File: src/rtl/sparc_pkg.sv
// Shared definitions for the SPARC integer pipeline front end.
// Holds datapath widths, the PC step and the fetch FSM state type.
package sparc_pkg;

    localparam int          INST_W = 32;
    localparam int          ADDR_W = 32;
    localparam logic [31:0] PC_INC = 32'd4;

    typedef enum logic [1:0] {
        FETCH = 2'd0,
        DRAIN = 2'd1,
        FAULT = 2'd2
    } fetch_state_t;

endpackage

File: src/rtl/fetch_fifo.sv
// Prefetch FIFO holding {pc, instruction} pairs between fetch and decode.
// Synchronous flush; DEPTH must be a power of two so the pointers wrap naturally.
module fetch_fifo #(
    parameter int DEPTH = 2,
    parameter int W     = 64
) (
    input  logic                     clk,
    input  logic                     rst,
    input  logic                     flush,
    input  logic                     push,
    input  logic [W-1:0]             push_data,
    input  logic                     pop,
    output logic [W-1:0]             head_data,
    output logic [$clog2(DEPTH):0]   count
);

    localparam int AW = $clog2(DEPTH);

    logic [W-1:0]  mem [DEPTH];
    logic [AW-1:0] wr_ptr;
    logic [AW-1:0] rd_ptr;

    always_ff @(posedge clk or posedge rst) begin
        if (rst) begin
            wr_ptr <= '0;
            rd_ptr <= '0;
            count  <= '0;
        end else if (flush) begin
            wr_ptr <= '0;
            rd_ptr <= '0;
            count  <= '0;
        end else begin
            if (push) wr_ptr <= wr_ptr + AW'(1);
            if (pop)  rd_ptr <= rd_ptr + AW'(1);
            case ({push, pop})
                2'b10:   count <= count + (AW+1)'(1);
                2'b01:   count <= count - (AW+1)'(1);
                default: count <= count;
            endcase
        end
    end

    // Storage needs no reset: the head is only consumed when count is non-zero.
    always_ff @(posedge clk) begin
        if (push && !flush) mem[wr_ptr] <= push_data;
    end

    assign head_data = mem[rd_ptr];

endmodule

File: src/rtl/instruction_fetch.sv
// Fetch stage: fetch PC, single outstanding instruction-memory request,
// prefetch FIFO toward decode, and redirect/flush handling.
module instruction_fetch
    import sparc_pkg::*;
#(
    parameter logic [31:0] RESET_PC   = 32'h0000_0000,
    parameter int          FIFO_DEPTH = 2
) (
    input  logic              clk,
    input  logic              rst,
    output logic              imem_req,
    output logic [ADDR_W-1:0] imem_addr,
    input  logic              imem_ack,
    input  logic [INST_W-1:0] imem_rdata,
    input  logic              redirect,
    input  logic [ADDR_W-1:0] redirect_pc,
    output logic              inst_valid,
    input  logic              inst_ready,
    output logic [INST_W-1:0] instruction,
    output logic [ADDR_W-1:0] inst_pc,
    output logic              fetch_fault
);

    localparam int CW = $clog2(FIFO_DEPTH) + 1;

    fetch_state_t      state;
    logic [ADDR_W-1:0] pc;
    logic [ADDR_W-1:0] pending_pc;
    logic              outstanding;
    logic [CW-1:0]     count;
    logic [63:0]       head;
    logic              req_int;
    logic              ack;
    logic              push;
    logic              pop;
    logic              misaligned;
    logic [ADDR_W-1:0] drain_target;

    always_comb begin
        req_int = 1'b0;
        case (state)
            FETCH:   req_int = (count < CW'(FIFO_DEPTH)) || outstanding;
            DRAIN:   req_int = 1'b1;
            default: req_int = 1'b0;
        endcase
    end

    // rst gates the request combinationally so it drops in the reset cycle itself.
    assign imem_req     = req_int && !rst;
    assign imem_addr    = pc;
    assign ack          = imem_ack && imem_req;
    assign misaligned   = redirect_pc[1:0] != 2'b00;
    assign drain_target = redirect ? redirect_pc : pending_pc;

    assign inst_valid   = (count != '0) && !redirect;
    assign pop          = inst_valid && inst_ready;
    assign push         = ack && (state == FETCH) && !redirect;
    assign instruction  = (count != '0) ? head[31:0]  : '0;
    assign inst_pc      = (count != '0) ? head[63:32] : '0;

    fetch_fifo #(
        .DEPTH (FIFO_DEPTH),
        .W     (64)
    ) u_fifo (
        .clk       (clk),
        .rst       (rst),
        .flush     (redirect),
        .push      (push),
        .push_data ({pc, imem_rdata}),
        .pop       (pop),
        .head_data (head),
        .count     (count)
    );

    always_ff @(posedge clk or posedge rst) begin
        if (rst) begin
            state       <= FETCH;
            pc          <= RESET_PC;
            pending_pc  <= RESET_PC;
            outstanding <= 1'b0;
            fetch_fault <= 1'b0;
        end else begin
            outstanding <= imem_req && !ack;
            if (redirect) fetch_fault <= misaligned;
            case (state)
                FETCH: begin
                    if (redirect) begin
                        if (imem_req && !ack) begin
                            pending_pc <= redirect_pc;
                            state      <= DRAIN;
                        end else begin
                            pc    <= redirect_pc;
                            state <= misaligned ? FAULT : FETCH;
                        end
                    end else if (ack) begin
                        pc <= pc + PC_INC;
                    end
                end
                DRAIN: begin
                    if (redirect) pending_pc <= redirect_pc;
                    if (ack) begin
                        pc    <= drain_target;
                        state <= (drain_target[1:0] != 2'b00) ? FAULT : FETCH;
                    end
                end
                default: begin
                    if (redirect) begin
                        pc    <= redirect_pc;
                        state <= misaligned ? FAULT : FETCH;
                    end
                end
            endcase
        end
    end

endmodule

File: config.mk
export PLATFORM = sky130hd
export DESIGN_NAME = instruction_fetch
export DESIGN_NICKNAME = d
export VERILOG_FILES = /design/src/rtl/sparc_pkg.sv /design/src/rtl/fetch_fifo.sv /design/src/rtl/instruction_fetch.sv
export SDC_FILE = /design/constraint.sdc
export NUM_CORES = 1
export LEC_CHECK = 0
export ABC_AREA = 1
export BUFFER_PORTS_ARGS = -buffer_cell sky130_fd_sc_hd__buf_2
export CORE_UTILIZATION = 61
export CTS_CLUSTER_DIAMETER = 120
export DETAILED_ROUTE_END_ITERATION = 6
export PLACE_DENSITY = 0.95
export SYNTH_ARGS = -nofsm -noshare
export SYNTH_HDL_FRONTEND = slang
export SYNTH_HIERARCHICAL = 1
export SYNTH_SLANG_ARGS = --single-unit
File: constraint.sdc
create_clock -name clk -period 6.7 [get_ports clk]
set_input_delay 1.34 -clock clk [delete_from_list [all_inputs] [get_ports clk]]
set_output_delay 1.34 -clock clk [all_outputs]
set_load 0.01 [all_outputs]
# Word level (Yosys, flattened, before mapping)
# Memory sizes are Yosys's and may differ from the RTL's.
# Cells that the tools add are included.
# word_totals
input_bits	69
output_inout_bits	99
word_cells	76
ramBits	128
ff_bits	72
n_memories	1
# mem_list
name	depth	width	rd	rd_ports_with_merged_regs	write_ports	line	source
u_fifo.mem	2	64	1	0	1	fetch_fifo.sv:19	logic [W-1:0] mem [DEPTH];
# op_classes
order_cmp	1
add_sub_neg	5
mux	28
eq_ne	8
reduce_logical	25
# ops
operator	count
$mux W32	10
$pmux W32 S2	2
$add A32 B3 Y32 const B	1
$mux W2	7
$reduce_bool A2 Y1	7
$logic_and A1 B1 Y1	8
$pmux W2 S2	2
$mux W1	6
$ne A3 B3 Y1 const B	2
$reduce_and A3 Y1	2
$reduce_bool A3 Y1	2
$eq A2 B1 Y1 const B	2
$ne A2 B2 Y1 const B	2
$reduce_and A4 Y1	1
$logic_not A1 Y1	3
$add A1 B1 Y1 const B	2
$add A2 B1 Y2 const B	1
$eq A2 B2 Y1 const B	1
$logic_not A2 Y1	1
$lt A2 B2 Y1 const B	1
$ne A2 B1 Y1 const B	1
$pmux W1 S2	1
$sub A2 B1 Y2 const B	1
$logic_or A1 B1 Y1	1

# Depth between registers and ports, before layout
# Gate-level depths: netlist (run 1).
# depth
ltp_word	10
mapped_depth	13
depth_no_buf	12

# Modules after synthesis
# The synthesis (run 1) kept the hierarchy.
# modules_own_cells
module	area_per_inst_um2	seq_area_each_um2	instances	cells_each
instruction_fetch	5306.3	1701.6	1	910
fetch_fifo	5003.5	3943.8	1	234

# Least setup slack after synthesis (run 1)
# Ideal clock, no wire load.
# synth_path
kind	input port to flip-flop
from	input redirect
to	memory u_fifo.mem[0][0], enable pin
cell_stages	9
required_time_ns	6.214
path_buffers	2
setup_time_ns	0.486
slack_ns	1.351
arrival_time_ns	4.863
path_cell_list	buf_2 inv_2 buf_2 nand2_1 inv_2 nand2_1 inv_1 nand2_1 nor2_1
# synth_between
elab_chain_cells	5
# synth_lines
item	line	source
from (decl)	instruction_fetch.sv:15	input logic redirect,
$logic_not A1 Y1	instruction_fetch.sv:57	assign push = ack && (state == FETCH) && !redirect;
$logic_and A1 B1 Y1	instruction_fetch.sv:57	
named net push	instruction_fetch.sv:34	logic push;
$logic_and A1 B1 Y1	fetch_fifo.sv:45	if (push && !flush) mem[wr_ptr] <= push_data;
$mux W1	fetch_fifo.sv:45	
$mux W1 (not written as such)	fetch_fifo.sv:45	
to (decl)	fetch_fifo.sv:19	
# The timed path passes the listed nets, and every way through them passes these cells.

# Final worst setup path (run 1)
# layout_path
from	input redirect
to	memory u_fifo.mem[0][18], enable pin
# The elaborated chain is that of the path after synthesis.

==> results of run 1 <==
-- worst register-to-register path, stage by stage, from the launching register on --
cell and delay [ns]:
dfrtp_1 0.56, inv_1 0.67, nand2_1 0.47, inv_2 0.78, nand4_1 0.22, o21ai_2 0.15, nand2_2 0.14, nand2_4 0.34
inv_4 0.23, nor2_1 0.20, a21oi_1 0.09
-- power by group through the flow --
| stage | sequential, mW | combinational, mW | clock, mW |
|---|---|---|---|
| floorplan | 1.81 | 0.899 | 0 |
| global placement | 1.88 | 1.21 | 0 |
| detailed placement | 1.90 | 1.27 | 0 |
| CTS | 1.87 | 1.28 | 1.04 |
| global route | 1.91 | 1.45 | 1.09 |
| finish | 1.89 | 1.29 | 1.03 |
-- layer usage --
metal	vias up	track usage, %	share of wire, %
met5	-	0	0
met4	0	13.8	3.0
met3	61	5.11	8.7
met2	463	45.9	48
met1	3896	38.1	40
li1	3990	-	-
-- kinds of logic (layout without fill, tap and decap cells) --
logic type | Yosys count | count (layout) | synth area share [%]
simple gates | 480 | 480 | 18.5
buf+inv | 215 | 372 | 8.67
flops | 200 | 200 | 54.8
compound gates | 177 | 177 | 9.00
mux | 65 | 65 | 8.48
xor+xnor | 6 | 6 | 0.510
fa+ha+maj | 1 | 1 | 0.121
-- layout by cell type, fill, tap and decap left out, types with 3 or more instances in the layout --
| master | instances |
|---|---|
| edfxtp_1 | 128 |
| a31oi_1 | 9 |
| clkinv_8 | 4 |
| o21ai_0 | 120 |
| o21ai_1 | 5 |
| mux2_2 | 27 |
| nand2_1 | 268 |
| buf_2 | 167 |
| o221ai_1 | 3 |
| clkbuf_16 | 17 |
| buf_4 | 6 |
| nor2_4 | 4 |
| a21oi_1 | 33 |
| inv_6 | 6 |
| dfrtp_1 | 71 |
| nand4_1 | 4 |
| mux2_4 | 38 |
| xor2_1 | 5 |
| nand3b_1 | 5 |
| nand3_1 | 22 |
| inv_2 | 6 |
| nor2_1 | 168 |
| inv_1 | 160 |
-- sequential cells by signal (all words and copies together), names as in the netlist --
register       flops
u_fifo/rd_ptr      1
u_fifo/count       2
imem_addr         32
u_fifo/mem       128
u_fifo/wr_ptr      1
outstanding        1
fetch_fault        1
pending_pc        32
state              2
-- worst paths after layout --
kind / from / endpoint / slack, ns / cells after the start
min in group asynchronous: rst / u_fifo/rd_ptr / 0.83 / 2
setup reg to reg: state[1] / imem_addr[20] / 2.75 / 10
setup / recovery: redirect / u_fifo/mem[0][18] / 2.38 / 10
hold reg to reg: fetch_fault / fetch_fault / 0.51 / 2
hold / removal: fetch_fault / fetch_fault / 0.51 / 2
max in group asynchronous: rst / imem_addr[28] / 4.79 / 3
-- through the flow --
step	total power, mW	setup slack [ns]	area (sq um)
after floorplan	2.71	1.35	10300
after global placement	3.09	2.15	11200
after detailed placement	3.16	2.01	11200
after CTS	4.19	2.40	11800
after global routing	4.45	2.13	11800
final	4.21	2.38	11800
-- final cells by class --
type | count | area [sq um] | share of cell area (%)
timing repair buffer | 173 | 881 | 7.44
inverter | 167 | 629 | 5.32
tap | 220 | 275 | 2.33
clock inverter | 14 | 176 | 1.49
sequential | 200 | 5650 | 47.7
clock buffer | 18 | 429 | 3.63
multi-input combinational | 729 | 3790 | 32.1
==> metrics.cfg, run 1 <==
[status]
status = completed

[grt]
grt-ovfl-total = 0
grtUsageTotal_pct = 28.7
grt_pass1_vias = 8006
antenna_found_initial = 0
grt_max_degree = 72
grt_pass1_wl_um = 39000

[sta]
setup_violations = 0
timing.final.hold_violations = 0
final.period_utilization_pct = 64.4
setup-tns-final_ns = 0
rsz0062_at_grt = false
maxSlewViolCount = 0
max_slew.worst_pin.slew_ns = 1.05
maxSlewHeadroom_pct = 30.1
fmax_mhz = 232
fin_crit_ns = 4.32
whs_ns = 0.514
fin_skew_ns = 0.0130

[finish]
diodes = 0
nets = 1358
fin_util_pct = 71.6
drive_above_1_share_pct = 22.1
fill_cells = 1182
syn_to_final_growth_pct = 14.8
layout.cells.non_filler = 1521

[logic_synthesis]
synth_top_area_share_pct = 37.3
synthArstFlopShare_pct = 36.0
ys_seq_elements = 200
seq_area_frac_synth_pct = 54.8
netlist_top_cells_area = edfxtp_1, dfrtp_1, nand2_1
synthTopCellsByCount = nand2_1, nor2_1, inv_1, edfxtp_1, o21ai_0
synth_nets = 1214
netlist_area_sq_mm = 0.0103
synth.avg_cell_area_sq_um = 9.01
synthFlopType = edfxtp_1
syn_inst = 1144
yosys_warnings = 6
synth-edff-count = 128
synth.most_common_cell = nand2_1
yosys.area.top_type = edfxtp_1
ys_types = 40

[clock_network]
post_cts_buffers = 0
cts_root_buffer = clkbuf_16
clock-sinks = 200
cts-resized-gates = 0
cts.htree.levels = 4
numCtsBuffers = 17
clock_tree.buffer_depth = 2
postCtsHoldBufs = 0
worstSkewPairLatency_ns = 0.45
clk_pin_slew_ns = 0.08
cts_tree = built

[critical_path]
arrival_ns = 4.41
cp-end-kind = flop
required_ns = 6.79
crit_path_cell_trace = buf_2 -> buf_4 -> inv_2 -> nand2_1 -> inv_2 -> nand2_1 -> inv_1 -> nand2_1 -> nor2_4 -> buf_4
cp_max_fo = 71
cpPeakStageDelay_ns = 0.77
critical-path-slowest-cell = nor2_4
crit_path_start_kind = input port
crit_top_cell = nand2_1
critical_path_buf_inv_count = 6
cpLargestDelayFamily = buffers and inverters
crit_type = input port to flop

[drt]
ant_nets = 0
drc = 0
via_per_inst = 5.53
vias = 8410
wl_per_cell_um = 15.8
first_pass_iters = 6
wl_um = 24000
drt_iter0_markers = 911

[power]
power_frac_clock_pct = 24.5
pwr_density_cell_mw_per_mm2 = 356
p_int_mw = 2.57
leakagePower_nw = 5.52
ir_worst_vdd_v = 0.000234
switching_power_mw = 1.64
combPwrFrac_pct = 30.7
swShare_pct = 39.0
p_seq_share_pct = 44.8

[floorplanning]
core-area_sq_mm = 0.0165
die_y_um = 132
ioPinCount = 168
start_util_pct = 62.4
die_x_um = 132
rows = 47
dieArea_sq_mm = 0.0174

[placed_design]
port_buffers = 167
place.gp.congestion = 0.892
dpl.hpwl_um = 16200
dp_cells = 1489

[worst_hold_path]
holdCritPathClass = flop to flop

[job]
drv_cap = 0

No activity file was read; power rests on OpenSTA's default activity.
==> run 2, diff against run 1 <==
--- a/config.mk
+++ b/config.mk
@@ -7,10 +7,10 @@
 export LEC_CHECK = 0
 export ABC_AREA = 1
 export BUFFER_PORTS_ARGS = -buffer_cell sky130_fd_sc_hd__buf_2
-export CORE_UTILIZATION = 61
+export CORE_UTILIZATION = 57
 export CTS_CLUSTER_DIAMETER = 120
 export DETAILED_ROUTE_END_ITERATION = 6
-export PLACE_DENSITY = 0.95
+export PLACE_DENSITY = 0.9
 export SYNTH_ARGS = -nofsm -noshare
 export SYNTH_HDL_FRONTEND = slang
 export SYNTH_HIERARCHICAL = 1
==> constraint.sdc (replaced) <==
create_clock -name clk -period 4 [get_ports clk]
set_input_delay 0.8 -clock clk [delete_from_list [all_inputs] [get_ports clk]]
set_output_delay 0.8 -clock clk [all_outputs]
set_load 0.01 [all_outputs]
==> metrics.cfg, run 2 (synthesis gave the netlist of run 1 again) <==
[worst_hold_path]
holdCritPathClass = input port to asynchronous set/reset pin  ; was flop to flop

[finish]
largest_register_ffs = 128  ; unchanged
drive_above_1_share_pct = 22.4  ; was 22.1%
fin_util_pct = 68.1  ; was 71.6%
syn_to_final_growth_pct = 15.5  ; was 14.8%
layout_common_cells = nand2_1, nor2_1, buf_2  ; unchanged
regArea_sq_mm = 0.00565  ; unchanged
diodes = 0  ; unchanged
final_common_cell = nand2_1  ; unchanged
nets = 1363  ; was 1358
multi_input_area_sq_mm = 0.00379  ; unchanged
regMostFlops = u_fifo/mem  ; unchanged
fill_cells = 1338  ; was 1182

[critical_path]
crit_type = flop to flop  ; was input port to flop
critical-path-slowest-cell = inv_1  ; was nor2_4
crit_path_cell_trace = inv_1 -> nand2_1 -> inv_2 -> nand4_1 -> o21ai_2 -> nand2_2 -> nand2_4 -> inv_4 -> nor2_1 -> a21oi_1  ; was buf_2 -> buf_4 -> inv_2 -> nand2_1 -> inv_2 -> nand2_1 -> inv_1 -> nand2_1 -> nor2_4 -> buf_4
arrival_ns = 3.50  ; was 4.41 ns
crit_path_start_kind = flop  ; was input port
required_ns = 4.31  ; was 6.79 ns
cp_max_fo = 34  ; was 71
cpPeakStageDelay_ns = 0.59  ; was 0.77 ns
cp-end-kind = flop  ; unchanged

[grt]
grt_pass1_wl_um = 37600  ; was 39000 um
antenna_found_initial = 0  ; unchanged
grt_max_degree = 71  ; was 72
grt-ovfl-total = 0  ; unchanged
grtUsageTotal_pct = 26.4  ; was 28.7%
grt_pass1_vias = 7699  ; was 8006

[sta]
fmax_mhz = 314
final.period_utilization_pct = 79.7
rsz0062_at_grt = false  ; unchanged
maxSlewHeadroom_pct = 26.3  ; was 30.1%
fin_crit_ns = 3.19
max_slew.worst_pin.slew_ns = 1.10  ; was 1.05 ns
setup_violations = 0  ; unchanged
whs_ns = 0.280  ; was 0.514 ns
fin_skew_ns = 0.0113  ; was 0.0130 ns
timing.final.hold_violations = 0  ; unchanged
maxSlewViolCount = 0  ; unchanged

[floorplanning]
rows = 48  ; was 47
dieArea_sq_mm = 0.0186  ; was 0.0174 sq mm
core-area_sq_mm = 0.0175  ; was 0.0165 sq mm
die_x_um = 136  ; was 132 um
die_y_um = 136  ; was 132 um
ioPinCount = 168  ; unchanged
start_util_pct = 59.0  ; was 62.4%

[clock_network]
postCtsHoldBufs = 0  ; unchanged
clock-sinks = 200  ; unchanged
clock_tree.buffer_depth = 2  ; unchanged
post_cts_buffers = 0  ; unchanged
cts.htree.levels = 4  ; unchanged
numCtsBuffers = 17  ; unchanged
cts_tree = built  ; unchanged
clk_pin_slew_ns = 0.08  ; about the same
worstSkewPairLatency_ns = 0.44  ; was 0.45 ns
cts_root_buffer = clkbuf_16  ; unchanged
cts-resized-gates = 0  ; unchanged

[power]
ir_worst_vdd_v = 0.000368  ; was 0.000234 V
leakagePower_nw = 5.54  ; was 5.52 nW
pwr_density_cell_mw_per_mm2 = 589  ; was 356 mW/mm^2

[status]
status = completed  ; unchanged

[drt]
first_pass_iters = 6  ; unchanged
drc = 0  ; unchanged
drt_iter0_markers = 800  ; was 911
wl_per_cell_um = 15.6  ; was 15.8 um
via_per_inst = 5.43  ; was 5.53
ant_nets = 0  ; unchanged
wl_um = 23800  ; was 24000 um
vias = 8308  ; was 8410

[placed_design]
place.gp.congestion = 0.898  ; was 0.892
port_buffers = 167  ; unchanged
dpl.hpwl_um = 16700  ; was 16200 um

[job]
drv_cap = 0  ; unchanged

[run 2: cell count changes in the layout (fill, tap and decap cells not counted)]
cell and change:
clkinvlp_4 +3, clkbuf_1 -1, buf_4 +2, buf_12 +3, bufinv_16 -1, inv_8 +5
clkinv_4 -1, inv_6 -5
[run 2: metal layers]
metal  routed length (um)  global-route usage, %  part of all wire, %
met1                10000                   35.3                   42
met3                 2010                   5.41                  8.4
met5                    0                      0                    0
met4                  550                   10.2                  2.3
met2                11300                   42.5                   47
[run 2: layout make-up]
type / instances / area share, %
clock buffers: 17 / 3.57
clock inverters: 15 / 1.45
inverters: 167 / 5.29
multi-input cells: 729 / 31.9
flip-flops and latches: 200 / 47.4
well taps: 225 / 2.36
repair buffers: 178 / 8.03
[run 2: power by group]
part | total (mW) | switching, mW | internal, mW
clock | 1.70 | 0.855 | 0.845
sequential | 3.14 | 0.501 | 2.64
combinational | 2.17 | 1.40 | 0.774
[run 2: worst paths after layout]
kind | from | endpoint | slack (ns) | cells after the start
max in group asynchronous | rst | imem_addr[20] | 2.46 | 3
worst min register to register | fetch_fault | fetch_fault | 0.50 | 2
worst max register to register | state[1] | imem_addr[16] | 0.81 | 10
min in group clk | fetch_fault | fetch_fault | 0.50 | 2
worst min-delay path | rst | u_fifo/rd_ptr | 0.28 | 2
worst max-delay path | state[1] | imem_addr[16] | 0.81 | 10
[run 2: worst max-delay path: cells and delay by family (launching register included)]
| kind | cells | cell delay, ns |
|---|---|---|
| buffers and inverters | 3 | 1.07 |
| and+or+nand+nor | 5 | 1.21 |
| DFF | 1 | 0.56 |
| AOI/OAI and AO/OA | 2 | 0.21 |
[run 2: metrics by stage]
stage / instance area (sq um) / setup slack [ns] / total power, mW / setup TNS (ns) / cells
floorplan: 10300 / -0.809 / 4.54 / -103.56 / 1144
global placement: 11300 / 1.05 / 5.21 / 0 / 1499
detailed placement: 11300 / 0.912 / 5.29 / 0 / 1499
CTS: 11900 / 0.869 / 7.00 / 0 / 1531
global route: 11900 / 0.494 / 7.45 / 0 / 1531
finish: 11900 / 0.810 / 7.01 / 0 / 1531
